[src/rtl/prog_mem_pkg.sv]
// Shared definitions for the CPU program/data memory and its readback path.
package prog_mem_pkg;

  // Memory geometry, common to the memory, the programming port and the reader.
  localparam int ADDR_W = 11;
  localparam int DATA_W = 32;

  // Reader sequencing states.
  typedef enum logic [1:0] {
    ST_IDLE,
    ST_ISSUE,
    ST_DRAIN,
    ST_DONE
  } rd_state_t;

  // One buffered readback word together with the address it came from.
  typedef struct packed {
    logic [ADDR_W-1:0] adrs;
    logic [DATA_W-1:0] data;
  } rd_entry_t;

endpackage

[src/rtl/rd_stream_fifo.sv]
// Small synchronous FIFO of {adrs, data} entries feeding the readback stream.
// A push is accepted while full if a pop happens in the same cycle; flush
// empties the FIFO on the next edge and wins over push/pop.
module rd_stream_fifo
  import prog_mem_pkg::*;
#(
  parameter int DEPTH = 2,
  parameter int CNT_W = $clog2(DEPTH + 1)
) (
  input  logic             clk,
  input  logic             resetn,
  input  logic             push,
  input  logic             pop,
  input  logic             flush,
  input  rd_entry_t        wr_entry,
  output rd_entry_t        rd_entry,
  output logic             full,
  output logic             empty,
  output logic [CNT_W-1:0] count
);

  localparam int PTR_W = (DEPTH > 1) ? $clog2(DEPTH) : 1;
  localparam logic [PTR_W-1:0] LAST_PTR = PTR_W'(DEPTH - 1);

  rd_entry_t        r_mem [DEPTH];
  logic [PTR_W-1:0] r_wr_ptr;
  logic [PTR_W-1:0] r_rd_ptr;
  logic [CNT_W-1:0] r_count;
  logic             w_do_push;
  logic             w_do_pop;

  // Pointer advance with wrap, valid for non power-of-two depths too.
  function automatic logic [PTR_W-1:0] ptr_inc(input logic [PTR_W-1:0] p);
    return (p == LAST_PTR) ? '0 : p + 1'b1;
  endfunction

  assign empty     = (r_count == '0);
  assign full      = (r_count == CNT_W'(DEPTH));
  assign count     = r_count;
  assign w_do_pop  = pop && !empty;
  assign w_do_push = push && (!full || w_do_pop);
  assign rd_entry  = r_mem[r_rd_ptr];

  // Pointer and occupancy bookkeeping.
  always_ff @(posedge clk or negedge resetn) begin
    // NOTE: sequential state is updated with <= so every register samples pre-edge values.
    if (!resetn) begin
      r_wr_ptr <= '0;
      r_rd_ptr <= '0;
      r_count  <= '0;
    end else if (flush) begin
      r_wr_ptr <= '0;
      r_rd_ptr <= '0;
      r_count  <= '0;
    end else begin
      if (w_do_push) r_wr_ptr <= ptr_inc(r_wr_ptr);
      if (w_do_pop)  r_rd_ptr <= ptr_inc(r_rd_ptr);
      r_count <= r_count + CNT_W'(w_do_push) - CNT_W'(w_do_pop);
    end
  end

  // Entry storage.
  // NOTE: storage has no reset; occupancy decides validity, so the array can map to plain RAM/flops without reset.
  always_ff @(posedge clk) begin
    if (w_do_push && !flush) r_mem[r_wr_ptr] <= wr_entry;
  end

endmodule

[src/rtl/prog_mem_reader.sv]
// Readback engine: while the CPU is halted, reads a block of words from the
// memory read port and streams them out on a valid/ready interface.
// Word widths come from prog_mem_pkg. FIFO_DEPTH must be >= RD_LAT+1 for
// full throughput and correct credit accounting.
module prog_mem_reader
  import prog_mem_pkg::*;
#(
  parameter int RD_LAT     = 1,
  parameter int FIFO_DEPTH = 2
) (
  input  logic              clk,
  input  logic              resetn,
  input  logic              cpu_en,
  input  logic              start,
  input  logic [ADDR_W-1:0] base_adrs,
  input  logic [ADDR_W:0]   count,
  output logic              r_enable,
  output logic [ADDR_W-1:0] r_adrs,
  input  logic [DATA_W-1:0] r_data,
  output logic              dout_valid,
  input  logic              dout_ready,
  output logic [DATA_W-1:0] dout_data,
  output logic [ADDR_W-1:0] dout_adrs,
  output logic              busy,
  output logic              done,
  output logic              aborted
);

  localparam int OCC_W = $clog2(FIFO_DEPTH + 1);
  localparam int CRD_W = $clog2(FIFO_DEPTH + RD_LAT + 2);
  localparam logic [ADDR_W:0] REM_ONE = (ADDR_W + 1)'(1);

  rd_state_t         r_state;
  logic [ADDR_W-1:0] r_cur_adrs;
  logic [ADDR_W:0]   r_remaining;
  logic              r_busy;
  logic              r_done;
  logic              r_aborted;
  logic [RD_LAT-1:0] r_pipe_vld;
  logic [ADDR_W-1:0] r_pipe_adrs [RD_LAT];

  logic              w_active;
  logic              w_abort;
  logic              w_pop;
  logic              w_push;
  logic              w_issue;
  logic              w_drained;
  logic [CRD_W-1:0]  w_infl;
  logic [CRD_W-1:0]  w_used;
  logic [CRD_W-1:0]  w_cap;
  logic              w_fifo_full;
  logic              w_fifo_empty;
  logic [OCC_W-1:0]  w_fifo_count;
  rd_entry_t         w_ret_entry;
  rd_entry_t         w_head;

  assign w_active = (r_state == ST_ISSUE) || (r_state == ST_DRAIN);
  assign w_abort  = w_active && cpu_en;
  assign w_pop    = !w_fifo_empty && dout_ready;

  // Reads currently travelling through the memory latency pipe.
  always_comb begin
    // NOTE: default assignment first so no latch is inferred.
    w_infl = '0;
    for (int i = 0; i < RD_LAT; i++) w_infl = w_infl + CRD_W'(r_pipe_vld[i]);
  end

  // Credit > 0 when buffered + in-flight words leave room, counting the slot
  // freed by a pop this cycle so a steady stream sustains one word per cycle.
  assign w_used  = CRD_W'(w_fifo_count) + w_infl;
  assign w_cap   = CRD_W'(FIFO_DEPTH) + CRD_W'(w_pop);
  assign w_issue = (r_state == ST_ISSUE) && !cpu_en && (w_used < w_cap);

  // Last word leaves the FIFO this cycle (or already has) with nothing pending.
  assign w_drained = (w_infl == '0) &&
                     ((w_fifo_count == '0) || ((w_fifo_count == OCC_W'(1)) && w_pop));

  // Returning data lines up with its address at the end of the delay pipe.
  assign w_ret_entry = '{adrs: r_pipe_adrs[RD_LAT-1], data: r_data};
  assign w_push      = r_pipe_vld[RD_LAT-1] && !w_abort && (!w_fifo_full || w_pop);

  // Memory latency pipe: carries issue strobes and addresses RD_LAT cycles.
  always_ff @(posedge clk or negedge resetn) begin
    if (!resetn) begin
      r_pipe_vld <= '0;
      for (int i = 0; i < RD_LAT; i++) r_pipe_adrs[i] <= '0;
    end else if (w_abort) begin
      r_pipe_vld <= '0;
    end else begin
      r_pipe_vld[0]  <= w_issue;
      r_pipe_adrs[0] <= r_cur_adrs;
      for (int i = 1; i < RD_LAT; i++) begin
        r_pipe_vld[i]  <= r_pipe_vld[i-1];
        r_pipe_adrs[i] <= r_pipe_adrs[i-1];
      end
    end
  end

  // Dump sequencer with registered busy/done/aborted.
  always_ff @(posedge clk or negedge resetn) begin
    if (!resetn) begin
      r_state     <= ST_IDLE;
      r_cur_adrs  <= '0;
      r_remaining <= '0;
      r_busy      <= 1'b0;
      r_done      <= 1'b0;
      r_aborted   <= 1'b0;
    end else begin
      r_done    <= 1'b0;
      r_aborted <= 1'b0;
      case (r_state)
        ST_IDLE: begin
          if (start && !cpu_en) begin
            r_cur_adrs  <= base_adrs;
            r_remaining <= count;
            r_busy      <= 1'b1;
            // An empty dump skips issuing and finishes through the drain check.
            r_state     <= (count == '0) ? ST_DRAIN : ST_ISSUE;
          end
        end
        ST_ISSUE: begin
          if (cpu_en) begin
            r_state   <= ST_DONE;
            r_busy    <= 1'b0;
            r_done    <= 1'b1;
            r_aborted <= 1'b1;
          end else if (w_issue) begin
            r_cur_adrs  <= r_cur_adrs + 1'b1;
            r_remaining <= r_remaining - 1'b1;
            if (r_remaining == REM_ONE) r_state <= ST_DRAIN;
          end
        end
        ST_DRAIN: begin
          if (cpu_en) begin
            r_state   <= ST_DONE;
            r_busy    <= 1'b0;
            r_done    <= 1'b1;
            r_aborted <= 1'b1;
          end else if (w_drained) begin
            r_state <= ST_DONE;
            r_busy  <= 1'b0;
            r_done  <= 1'b1;
          end
        end
        ST_DONE: begin
          r_state <= ST_IDLE;
        end
        default: begin
          r_state <= ST_IDLE;
          r_busy  <= 1'b0;
        end
      endcase
    end
  end

  rd_stream_fifo #(
    .DEPTH (FIFO_DEPTH),
    .CNT_W (OCC_W)
  ) u_fifo (
    .clk      (clk),
    .resetn   (resetn),
    .push     (w_push),
    .pop      (w_pop),
    .flush    (w_abort),
    .wr_entry (w_ret_entry),
    .rd_entry (w_head),
    .full     (w_fifo_full),
    .empty    (w_fifo_empty),
    .count    (w_fifo_count)
  );

  assign r_enable   = w_issue;
  assign r_adrs     = r_cur_adrs;
  assign dout_valid = !w_fifo_empty;
  // Head entry is forced to zero while empty so the stream reads 0 out of reset.
  assign dout_data  = w_fifo_empty ? '0 : w_head.data;
  assign dout_adrs  = w_fifo_empty ? '0 : w_head.adrs;
  assign busy       = r_busy;
  assign done       = r_done;
  assign aborted    = r_aborted;

endmodule

[config.mk]
export PLATFORM = sky130hd
export DESIGN_NAME = prog_mem_reader
export DESIGN_NICKNAME = d
export VERILOG_FILES = /design/src/rtl/prog_mem_pkg.sv /design/src/rtl/rd_stream_fifo.sv /design/src/rtl/prog_mem_reader.sv
export SDC_FILE = /design/constraint.sdc
export NUM_CORES = 1
export LEC_CHECK = 0
export BUFFER_PORTS_ARGS = -buffer_cell sky130_fd_sc_hd__buf_2
export CAP_MARGIN = 15
export CORE_ASPECT_RATIO = 1.1
export CORE_UTILIZATION = 55
export CTS_CLUSTER_DIAMETER = 200
export DETAILED_ROUTE_END_ITERATION = 12
export PLACE_DENSITY = 0.82
export SETUP_SLACK_MARGIN = 0.3
export SYNTH_ARGS = -nofsm -noshare
export SYNTH_HDL_FRONTEND = slang
export SYNTH_SLANG_ARGS = --single-unit
[constraint.sdc]
create_clock -name clk -period 9.55 [get_ports clk]
set_input_delay 0.4775 -clock clk [delete_from_list [all_inputs] [get_ports clk]]
set_output_delay 0.4775 -clock clk [all_outputs]
set_load 0.05 [all_outputs]
==> metrics.md, run 1 <==
| Metric | Value |
|---|---|
| GRT Residual Overflow | `0` |
| Share of cells above drive strength 1 | `29.2%` |
| # IOs | `roughly 120` |
| Number of flops mapped to enable cells by yosys | `86` |
| Crit path launch type | `flip-flop` |
| Total global routing track utilization | `23.0%` |
| Clock latency at the later pin of the worst-skew pair | `0.52 ns` |
| Vertical die dimension | `around 110 µm` |
| Worst hold path type | `primary input to asynchronous set/reset pin` |
| Count of clock tree sinks | `130` |
| Count of cell types in the netlist | `just under 60` |
| Die span in x | `~100 µm` |
| Share of power burned in registers | `between 30% and 40%` |
| Switching pwr | `~1.2 mW` |
| RSZ-0062 raised after global routing | `no` |
| Area delta synth->final | `23.2%` |
| H-tree depth reported by CTS | `4` |
| Share of synthesized flip-flops with an asynchronous set or reset | `33.8%` |
| Status | `finished clean` |
| Highest clock frequency the design can meet | `approximately 0.35 GHz` |
| Synthesized net count | `529` |
| Crit path capture type | `flip-flop` |
| Vias per std cell | `5.55` |
| Arrival @ worst endpoint | `just over 3 ns` |
| First-pass GRT wire length | `approximately 19000 µm` |
| Sum Neg Setup Slack | `0 ns` |
| Fill cells | `693` |
| Power Density | `between 300 and 400 nW/µm²` |
| Storage cell area | `3680 µm²` |
| Pin count of the biggest net entering global routing | `45` |
| Leak | `a little under 3 nW` |
| Switching Share | `between 40% and 50%` |
| Number of remaining DRC errors | `0` |
| First-pass DRT Iterations | `5` |
| Clock Root Buffer | `sky130_fd_sc_hd__clkbuf_8` |
| Clock network fraction of total power | `24.2%` |
| Hold violation total from the final report | `0` |
| Worst-case setup slack after placement | `around 6.5 ns` |
| Number of buffers on the longest clock path | `2` |
| Compound-cell area share of the yosys netlist | `roughly 8.0%` |
| Required time at the endpoint of the critical path | `9.68 ns` |
| Total via count in the routed design | `4061` |
| Number of buffers added for setup after CTS | `0` |
| Kind of critical path | `flip-flop to flip-flop` |
| Worst slew margin relative to its limit | `approximately a third` |
| Post-route cell area | `slightly above 7000 µm²` |
| Area of the multi-input gates | `around 2000 µm²` |
| Clock skew after layout | `around 0.0093 ns` |
| Number of synthesis warnings | `0` |
| DRT iter0 DRCs | `around 190` |
| Final net count | `651` |
| Largest family of logic cells by synthesized area | `simple AND/OR/NAND/NOR gates` |
| Count of final setup violators | `0` |
| PnR worst setup slack | `approximately 6.7 ns` |
| Crit share post-route | `30.3%` |
| Post-CTS Resized | `0` |
| Synth Area in Adders | `about 2.4%` |
| Multiplexer share of the synthesized area | `a little over a tenth` |
| Port buffer count | `118` |
| Count of antenna diodes in the layout | `0` |
| Routed length per instance | `approximately 17 µm` |
| Xor/xnor share of the synthesized area | `less than 1%` |
| Slew of the pin with the lowest slew margin | `just over 1 ns` |
| Detail Route Antenna Nets | `0` |
| Total core area | `~10000 µm²` |
| CTS tree | `yes` |
| Number of flip-flops and latches in the synthesized netlist | `130` |
| Combinational fraction of design power | `a little over two fifths` |
| Sequential cell area fraction in the yosys report | `63.6%` |
| Starting density of the core | `just under 60%` |
| Clock input transition at the sequential cells of the worst setup and hold paths | `~0.06 ns` |
| Number of antenna violations at the first check in global routing | `0` |
| Placed wire-length estimate after detailed placement | `about 8000 µm` |
| Most used cells in the layout excluding fill and tap cells | `118 x sky130_fd_sc_hd__buf_2, 86 x sky130_fd_sc_hd__edfxtp_1, 63 x sky130_fd_sc_hd__nor2_1` |
| Vias in the first global route | `slightly below 4000` |
| Worst IR Drop VDD | `around 0.00025 V` |
| Final Slew Violations | `0` |
| Primary FF master, synth | `sky130_fd_sc_hd__edfxtp_1` |
| Synthesized netlist cell count | `about 460` |
| Routability cong. | `0.855` |
| Leading cell type in the layout, fill and taps excluded | `sky130_fd_sc_hd__buf_2` |
| Total CTS buffers | `17` |
| Total Wirelength | `12200 µm` |
| Die area | `~11000 µm²` |
| P_int | `~1.5 mW` |
| Count of maximum capacitance violations | `0` |
| Average cell area after synthesis | `12.7 µm²` |
| Cell area after synthesis | `5790 µm²` |
| Critical path fanouts, max | `between 40 and 50` |
| Area after DPL | `approximately 6500 µm²` |
| Share of synthesized cell area in and, or, nand and nor gates | `12.7%` |
| Row cnt | `38` |
| Power consumption | `roughly 2.7 mW` |
| Min Tclk post-route | `between 2 and 3 ns` |
| Cts hold-fix bufs | `0` |
[cell type report]
cell class	count	area share [%]
clock buffer	18	5.85
clock inverter	13	2.61
inverter	13	0.683
multi-input combinational	297	27.9
sequential	130	51.6
tap	140	2.45
timing repair buffer	121	8.87
[synth_stat cells, types with 2 or more instances]
cell type,number,area [µm²]
sky130_fd_sc_hd__xor2_1,2,17.5
sky130_fd_sc_hd__a21oi_1,22,110
sky130_fd_sc_hd__o21ai_0,19,95.1
sky130_fd_sc_hd__a2bb2oi_1,2,17.5
sky130_fd_sc_hd__a31oi_1,2,12.5
sky130_fd_sc_hd__clkbuf_1,10,37.5
sky130_fd_sc_hd__o21ai_2,2,17.5
sky130_fd_sc_hd__inv_1,11,41.3
sky130_fd_sc_hd__mux2i_1,50,500
sky130_fd_sc_hd__nand3b_1,4,30.0
sky130_fd_sc_hd__buf_2,5,25.0
sky130_fd_sc_hd__o22ai_1,7,43.8
sky130_fd_sc_hd__nor4_1,2,12.5
sky130_fd_sc_hd__and2_1,4,25.0
sky130_fd_sc_hd__dfrtp_1,44,1100
sky130_fd_sc_hd__o22a_1,2,17.5
sky130_fd_sc_hd__clkinv_1,2,7.51
sky130_fd_sc_hd__mux2_2,9,101
sky130_fd_sc_hd__nand2_1,26,97.6
sky130_fd_sc_hd__nor4b_1,2,17.5
sky130_fd_sc_hd__a22oi_1,2,15.0
sky130_fd_sc_hd__nor3_1,10,50.1
sky130_fd_sc_hd__edfxtp_1,86,2580
sky130_fd_sc_hd__nand4_1,8,50.1
sky130_fd_sc_hd__nand3_1,11,55.1
sky130_fd_sc_hd__nor2b_1,3,18.8
sky130_fd_sc_hd__nand2b_1,7,43.8
sky130_fd_sc_hd__ha_1,11,138
sky130_fd_sc_hd__nor2_1,64,240
[logic make-up (layout without fill, tap and decap cells)]
group	after synthesis	after routing
AO/OA/AOI/OAI	73	73
XOR/XNOR	3	3
flip-flops	130	130
buffers and inverters	31	165
multiplexers	60	60
AND/OR/NAND/NOR	150	150
adder cells (fa/ha/maj)	11	11
[per-layer routing]
| metal | global-route usage, % | share of wire [%] | vias up |
|---|---|---|---|
| li1 | - | - | 1934 |
| met1 | 27.9 | 42 | 1958 |
| met2 | 40.0 | 51 | 157 |
| met3 | 6.68 | 6.2 | 12 |
| met4 | 6.93 | 0.85 | 0 |
| met5 | 0 | 0 | - |
[worst paths after layout]
| path | start | end | slack (ns) | cells after the start |
|---|---|---|---|---|
| worst max-delay path | r_state[0]$_DFFE_PN0P_ | u_fifo.r_mem[1][24]$_DFFE_PP_ | 6.66 | 6 |
| worst min-delay path | resetn | r_remaining[3]$_DFFE_PN0P_ | 0.11 | 1 |
| worst max register to register | r_state[0]$_DFFE_PN0P_ | u_fifo.r_mem[1][24]$_DFFE_PP_ | 6.66 | 6 |
| worst min register to register | r_pipe_adrs[0]$_DFFE_PN0N_ | u_fifo.r_mem[1][32]$_DFFE_PP_ | 0.47 | 0 |
| max in group asynchronous | resetn | u_fifo.r_rd_ptr$_DFFE_PN0P_ | 8.78 | 1 |
| min in group clk | r_data[15] | u_fifo.r_mem[1][15]$_DFFE_PP_ | 0.15 | 1 |
[power groups by stage]
stage,clock (mW),combinational (mW),sequential (mW)
after floorplan,0,0.855,0.934
after global placement,0,1.14,0.882
after detailed placement,0,1.17,0.895
after CTS,0.665,1.17,0.885
after global routing,0.691,1.26,0.903
final,0.658,1.18,0.887
[flip-flops by register name (all words and copies together) (netlist names)]
signal,cells
r_state,2
r_pipe_adrs,11
u_fifo.count,2
aborted,1
busy,1
r_remaining,12
r_pipe_vld,1
u_fifo.r_rd_ptr,1
r_adrs,11
u_fifo.r_mem,86
done,1
u_fifo.r_wr_ptr,1
[worst max-delay path: stages (launching register included)]
cell and delay [ns]:
sky130_fd_sc_hd__dfrtp_1 0.38, sky130_fd_sc_hd__inv_1 0.09, sky130_fd_sc_hd__ha_1 0.33, sky130_fd_sc_hd__nand2_1 0.39, sky130_fd_sc_hd__nand2_1 0.11, sky130_fd_sc_hd__a21oi_1 0.28, sky130_fd_sc_hd__and2_2 0.89
[through the flow]
step	util, %	cells	hold slack [ns]
after detailed placement	64.9	700	0.460
final	71.2	732	0.107
after CTS	70.9	731	0.125
after global routing	71.2	732	0.122
after global placement	64.9	700	0.453
after floorplan	-	458	0.182
No activity file was read; power rests on OpenSTA's default activity.
==> run 2, diff against run 1 <==
Settings changed: ABC_AREA set to 1.
Clock period 9.55 ns to 2.8 ns, I/O delays scaled along.
==> run 2 against run 1 <==
Sequential share of layout area decreased by 3.0 points. Combinational power increased to 3.8 times the previous value. Worst hold slack got worse by 0.083 ns. Highest routed layer unchanged.
==> metrics.md, run 2 <==
| Metric | Value |
|---|---|
| P_int | `approximately 5.1 mW` |
| CTS tree | `yes` |
| Final net count | `857` |
| Clock skew after layout | `roughly 0.0085 ns` |
| Pin count of the biggest net entering global routing | `46` |
| DRT iter0 DRCs | `269` |
| Synthesized netlist cell count | `between 600 and 700` |
| Share of synthesized flip-flops with an asynchronous set or reset | `about 34%` |
| Switching pwr | `roughly 4.5 mW` |
| Total CTS buffers | `17` |
| H-tree depth reported by CTS | `4` |
| Biggest regs | `u_fifo.r_mem: 86 flops, r_remaining: 12 flops` |
| Crit share post-route | `between 80% and 90%` |
| Number of flip-flops and latches in the synthesized netlist | `130` |
| Worst hold path type | `primary input to flip-flop` |
| Total Wirelength | `14000 µm` |
| GRT Residual Overflow | `0` |
| Leading cell type in the layout, fill and taps excluded | `sky130_fd_sc_hd__nand2_1` |
| Min Tclk post-route | `around 2.3 ns` |
| Detail Route Antenna Nets | `0` |
| Number of buffers added for setup after CTS | `0` |
| Yosys top cell by area | `sky130_fd_sc_hd__edfxtp_1` |
| First-pass GRT wire length | `around 23000 µm` |
| Cell area after synthesis | `5940 µm²` |
| Highest clock frequency the design can meet | `about 0.43 GHz` |
| Vias per std cell | `5.16` |
| Routed length per instance | `14.8 µm` |
| Status | `finished clean` |
| Sequential cell area fraction in the yosys report | `just over 60%` |
| Number of remaining DRC errors | `0` |
| Reg2reg start | `r_state[0]$_DFFE_PN0P_` |
| Number of antenna violations at the first check in global routing | `1` |
| Worst IR Drop VDD | `roughly 0.0008 V` |
| Final Slew Violations | `0` |
| Final Core Density | `slightly above 70%` |
| Count of cell types in the netlist | `30` |
| Slew of the pin with the lowest slew margin | `about 1 ns` |
| Number of synthesis warnings | `0` |
| Count of final setup violators | `0` |
| Port buffer count | `118` |
| Share of cells above drive strength 1 | `around 21%` |
| Hold violation total from the final report | `0` |
| Number of flops mapped to enable cells by yosys | `86` |
| Die area | `between 10000 and 15000 µm²` |
| Share of power burned in registers | `a little under a third` |
| Most instantiated library cell after synthesis | `sky130_fd_sc_hd__nand2_1` |
| Fill cells | `713` |
| Placed wire-length estimate after detailed placement | `a little over 8000 µm` |
| Critical Path, Cell by Cell | `inv_1 -> ha_1 -> nand2_2 -> nand2_1 -> a31oi_1 -> inv_1 -> nor2_4 -> buf_12` |
| List of most frequent post-synthesis cells | `267 x sky130_fd_sc_hd__nand2_1, 86 x sky130_fd_sc_hd__edfxtp_1, 49 x sky130_fd_sc_hd__a21oi_1, 44 x sky130_fd_sc_hd__dfrtp_1` |
| Average cell area after synthesis | `roughly 9.3 µm²` |
| Cell with the most instances on the worst path | `sky130_fd_sc_hd__inv_1` |
| Row cnt | `39` |
| Cell with the largest stage delay on the worst path | `sky130_fd_sc_hd__dfrtp_1` |
| Crit path launch type | `flip-flop` |
| Clock latency at the later pin of the worst-skew pair | `approximately 0.41 ns` |
| Clock network fraction of total power | `between 20 and 25%` |
| Routability cong. | `around 0.83` |
| Synthesized net count | `approximately 700` |
| Area of the multi-input gates | `around 2000 µm²` |
| Clock input transition at the sequential cells of the worst setup and hold paths | `roughly 0.05 ns` |
| Arrival @ worst endpoint | `2.39 ns` |
| Count of maximum capacitance violations | `0` |
| Starting density of the core | `56.8%` |
| Max stage delay on crit path | `~0.4 ns` |
| Worst slew margin relative to its limit | `between 30% and 40%` |
| Area delta synth->final | `27.5%` |
| Leading post-synthesis cells by cell area | `sky130_fd_sc_hd__edfxtp_1 44%, sky130_fd_sc_hd__dfrtp_1 19%, sky130_fd_sc_hd__nand2_1 17%` |
| Clock Root Buffer | `sky130_fd_sc_hd__clkbuf_16` |
| RSZ-0062 raised after global routing | `no` |
| Primary FF master, synth | `sky130_fd_sc_hd__edfxtp_1` |
| Number of buffers on the longest clock path | `2` |
| Total core area | `10400 µm²` |
| Largest reg by FF count | `u_fifo.r_mem` |
| Kind of critical path | `flip-flop to flip-flop` |
| Combinational fraction of design power | `a little under half` |
| Source of the critical timing path | `r_state[0]$_DFFE_PN0P_` |
| Sum Neg Setup Slack | `0 ns` |
| Vias in the first global route | `around 4800` |
| Crit path capture type | `flip-flop` |
| Largest register FFs | `86` |
| Vertical die dimension | `roughly 110 µm` |
| Hold Path Origin | `base_adrs[10]` |
| # IOs | `119` |
| Count of clock tree sinks | `130` |
| Critical path fanouts, max | `43` |
| First-pass DRT Iterations | `5` |
| Switching Share | `a little under half` |
| Required time at the endpoint of the critical path | `between 2 and 3 ns` |
| Power Density | `around 1300 nW/µm²` |
| Die span in x | `about 100 µm` |
| Largest delay share family, worst path | `buffers and inverters` |
| Total via count in the routed design | `between 4000 and 5000` |
| Most used cells in the layout excluding fill and tap cells | `267 x sky130_fd_sc_hd__nand2_1, 118 x sky130_fd_sc_hd__buf_2, 86 x sky130_fd_sc_hd__edfxtp_1` |
| Critical path buffer and inverter count | `3` |
| Leak | `between 3 and 4 nW` |
| Storage cell area | `around 3700 µm²` |
| Area share of the largest cell type after synthesis | `between 40% and 50%` |
| Total global routing track utilization | `approximately a quarter` |
-- run 2: cell types whose count changed after synthesis, sizes merged, moves of 11 or more --
cell   previous run  this run
nor3             11         0
nand3            11        30
inv              11        41
nor2             64        39
a21oi            23        50
mux2i            50         0
nand2            26       271
-- run 2: metrics by stage --
stage	cell area [µm²]	instances	hold slack (ns)	power, mW	setup slack [ns]
2_1_floorplan	5940	635	-0.156	6.39	0.0206
3_3_place_gp	6660	877	0.333	7.26	0.751
3_5_place_dp	6660	877	0.331	7.40	0.616
4_1_cts	7560	942	0.0142	9.60	0.395
5_1_grt	7570	943	0.0469	10.2	0.361
6_report	7570	943	0.0238	9.60	0.496
-- run 2: repair_timing --
action,in CTS,in global routing
endpoints found under the setup margin,12,4
endpoints found under the hold margin,108,0
resized for setup,1,1
hold buffers,33,0
-- run 2: area by class of cell --
class / instances / share of cell area (%)
clock buffers: 19 / 5.72
clock inverters: 13 / 1.88
flip-flops and latches: 130 / 48.7
repair buffers: 156 / 13.0
inverters: 43 / 2.20
diodes: 1 / 0.0331
well taps: 143 / 2.36
multi-input cells: 438 / 26.1
-- run 2: path summary, 6_finish.rpt --
kind	slack, ns	cells after the start	endpoint
setup / recovery	0.50	8	u_fifo.r_mem[0][33]$_DFFE_PP_
hold / removal	0.02	5	r_adrs[10]$_DFFE_PN0P_
setup reg to reg	0.50	8	u_fifo.r_mem[0][33]$_DFFE_PP_
hold reg to reg	0.48	0	u_fifo.r_mem[0][40]$_DFFE_PP_
max in group asynchronous	1.74	2	u_fifo.r_rd_ptr$_DFFE_PN0P_
min in group asynchronous	0.44	2	r_adrs[10]$_DFFE_PN0P_
-- run 2: power by group through the flow --
stage / sequential [mW] / combinational, mW / clock [mW]
2_1_floorplan: 3.20 / 3.19 / 0
3_3_place_gp: 2.94 / 4.32 / 0
3_5_place_dp: 2.97 / 4.43 / 0
4_1_cts: 2.94 / 4.50 / 2.16
5_1_grt: 3.00 / 4.96 / 2.26
6_report: 2.95 / 4.52 / 2.13
-- run 2: metal layers --
layer / up-vias / GRT usage, % / part of all wire, %
met4: 0 / 9.57 / 1.4
met1: 2252 / 30.7 / 39
met2: 211 / 45.5 / 52
met5: - / 0 / 0
met3: 20 / 7.12 / 7.5
li1: 2379 / - / -
-- run 2: tightest hold or removal path, delay by kind of cell --
family,cells,cell delay [ns]
buf+inv,1,0.07
simple gates,4,0.18
-- run 2: cell families after synthesis --
family | synth area share, %
xor gates and xnor gates | 0.443
adders and majority gates | 2.32
AOI/OAI and AO/OA | 7.17
and+or+nand+nor | 23.2
buffers and inverters | 4.85
DFF | 62.1
==> run 3, diff against run 2 <==
Settings changed: CORE_UTILIZATION 55 to 50, PLACE_DENSITY 0.82 to 0.78.
Clock period 2.8 ns to 1.95 ns, I/O delays scaled along.
==> run 3 against run 2 <==
The flow now finishes with violations (setup timing). Global-route usage rose by 16 points. Combinational power rose to 3.1 times the previous value. First-iteration DRC count rose to 4.7 times the previous value. Sequential power rose by 54%. Critical path depth rose by 3. Register-to-register slack got worse by 0.58 ns. Total power rose by 130%. Maximum frequency rose by 13%. Clock power rose by 61%.
==> metrics.md, run 3 (synthesized netlist as in run 2, its figures left out) <==
| Metric | Value |
|---|---|
| Max stage delay on crit path | `between 0.4 and 0.5 ns` |
| Number of buffers on the longest clock path | `2` |
| Required time at the endpoint of the critical path | `about 2.3 ns` |
| Hold Path Origin | `count[7]` |
| Total CTS buffers | `17` |
| Cell with the largest stage delay on the worst path | `sky130_fd_sc_hd__dfrtp_2` |
| Vertical die dimension | `116 µm` |
| First-pass DRT Iterations | `9` |
| First-pass GRT wire length | `37700 µm` |
| CTS tree | `yes` |
| Clock skew after layout | `between 0.01 and 0.015 ns` |
| Min Tclk post-route | `just over 2 ns` |
| Largest reg by FF count | `u_fifo.r_mem` |
| Total Wirelength | `~32000 µm` |
| RSZ-0062 raised after global routing | `yes` |
| # IOs | `approximately 120` |
| Largest register FFs | `86` |
| Hold violation total from the final report | `0` |
| Routed length per instance | `just over 30 µm` |
| Count of final setup violators | `14` |
| Port buffer count | `118` |
| Row cnt | `slightly above 40` |
| Most used cells in the layout excluding fill and tap cells | `177 x sky130_fd_sc_hd__nand2_1, 86 x sky130_fd_sc_hd__edfxtp_1, 74 x sky130_fd_sc_hd__buf_2` |
| Clock latency at the later pin of the worst-skew pair | `0.43 ns` |
| Clock input transition at the sequential cells of the worst setup and hold paths | `0.06 ns` |
| Post-route cell area | `~11000 µm²` |
| Status | `finished with violations` |
| Area delta synth->final | `77.9%` |
| Worst hold path type | `primary input to flip-flop` |
| H-tree depth reported by CTS | `4` |
| Crit share post-route | `104%` |
| Share of cells above drive strength 1 | `approximately 46%` |
| Count of maximum capacitance violations | `0` |
| Critical Path, Cell by Cell | `ha_4 -> inv_2 -> nand3_2 -> nand2_4 -> nand3_4 -> buf_6 -> a21oi_4 -> buf_6 -> buf_16 -> nand2_2 -> nand2_1` |
| Die area | `between 10000 and 15000 µm²` |
| Final net count | `949` |
| Slew of the pin with the lowest slew margin | `0.705 ns` |
| Failing checks | `setup timing` |
| Vias per std cell | `6.54` |
| DRT iter0 DRCs | `between 1000 and 1500` |
| Kind of critical path | `flip-flop to flip-flop` |
| Critical path fanouts, max | `6` |
| Power consumption | `approximately 22 mW` |
| Power Density | `between 2000 and 2500 nW/µm²` |
| Crit path launch type | `flip-flop` |
| Die span in x | `around 110 µm` |
| Crit path capture type | `flip-flop` |
| Source of the critical timing path | `u_fifo.count[0]$_DFF_PN0_` |
| Vias in the first global route | `6165` |
| Reg2reg start | `u_fifo.count[0]$_DFF_PN0_` |
| Worst IR Drop VDD | `0.00131 V` |
| Worst slew margin relative to its limit | `~53%` |
| Number of remaining DRC errors | `0` |
| Biggest regs | `u_fifo.r_mem: 86 flops, r_remaining: 12 flops` |
| Routability cong. | `between 0.8 and 0.9` |
| Arrival @ worst endpoint | `between 2 and 2.5 ns` |
| Clock Root Buffer | `sky130_fd_sc_hd__clkbuf_16` |
| Count of clock tree sinks | `between 100 and 150` |
| Highest clock frequency the design can meet | `0.493 GHz` |
| Pin count of the biggest net entering global routing | `24` |
| PnR worst setup slack | `-0.0798 ns` |
| Total global routing track utilization | `~43%` |
| Total core area | `11500 µm²` |
| Number of antenna violations at the first check in global routing | `1` |
| Area after DPL | `about 7200 µm²` |
| Leak | `about 4.6 nW` |
| Placed wire-length estimate after detailed placement | `8830 µm` |
| Count of antenna diodes in the layout | `0` |
| Starting density of the core | `51.4%` |
| Leading cell type in the layout, fill and taps excluded | `sky130_fd_sc_hd__nand2_1` |
| GRT Residual Overflow | `0` |
| Cell with the most instances on the worst path | `sky130_fd_sc_hd__buf_6` |
| Total via count in the routed design | `6810` |
| Fill cells | `356` |
| Detail Route Antenna Nets | `0` |
| Final Slew Violations | `0` |
run 3: power by group:
part / leakage (nW) / internal, mW / total, mW / switching, mW
Clock: 0.277 / 2.00 / 3.43 / 1.43
Combinational: 2.95 / 5.32 / 13.8 / 8.48
Sequential: 1.33 / 3.72 / 4.53 / 0.809
Total: 4.56 / 11.0 / 21.8 / 10.7
run 3: path summary, 6_finish.rpt:
path,to,slack [ns],cells after the start
min,r_remaining[7]$_DFFE_PN0P_,0.04,5
min reg2reg,u_fifo.r_mem[1][36]$_DFFE_PP_,0.49,0
max reg2reg,r_remaining[0]$_DFFE_PN0P_,-0.08,11
max in group asynchronous,r_adrs[0]$_DFFE_PN0P_,1.13,3
max,r_remaining[0]$_DFFE_PN0P_,-0.08,11
min in group asynchronous,r_adrs[6]$_DFFE_PN0P_,0.24,2
run 3: worst max-delay path, delay by kind of cell (launching register included):
| kind | cells | cell delay, ns |
|---|---|---|
| compound gates | 1 | 0.20 |
| flops | 1 | 0.49 |
| fa+ha+maj | 1 | 0.27 |
| simple gates | 5 | 0.47 |
| buf+inv | 4 | 0.51 |
run 3: final cells by class:
| class | instances | area (µm²) | share of cell area [%] |
|---|---|---|---|
| Sequential cell | 130 | 3690 | 34.9 |
| Multi-Input combinational cell | 439 | 3040 | 28.8 |
| Timing Repair Buffer | 244 | 2820 | 26.7 |
| Clock buffer | 17 | 425 | 4.03 |
| Inverter | 43 | 198 | 1.87 |
| Tap cell | 150 | 188 | 1.78 |
| Clock inverter | 15 | 168 | 1.59 |
| Timing Repair inverter | 3 | 31.3 | 0.296 |
run 3: per-stage QoR:
stage	TNS [ns]	utilization, %	hold WS [ns]	setup slack [ns]	cells
5_1_grt	-0.416	91.5	0.0495	-0.0604	1041
2_1_floorplan	-16.43	-	-0.198	-0.202	635
3_3_place_gp	0	62.7	0.0972	0.144	890
6_report	-0.432	91.5	0.0392	-0.0798	1041
4_1_cts	0	85.7	0.00146	0.139	1024
3_5_place_dp	0	62.7	0.117	0.0838	890
run 3: repair_timing:
item,4_1_cts,5_1_grt
hold endpoints to repair,96,0
pin swaps,19,34
setup endpoints to repair,166,169
hold buffers,44,0
resized for setup,203,118
setup buffers,33,9
gates cloned,25,8
run 3: per-layer routing:
metal | global-route usage, % | share of wire, % | wire, µm
met1 | 48.9 | 30 | 9710
met4 | 26.7 | 10 | 3330
met5 | 0.397 | 0 | 0
met3 | 10.9 | 15 | 4710
met2 | 72.1 | 44 | 14100
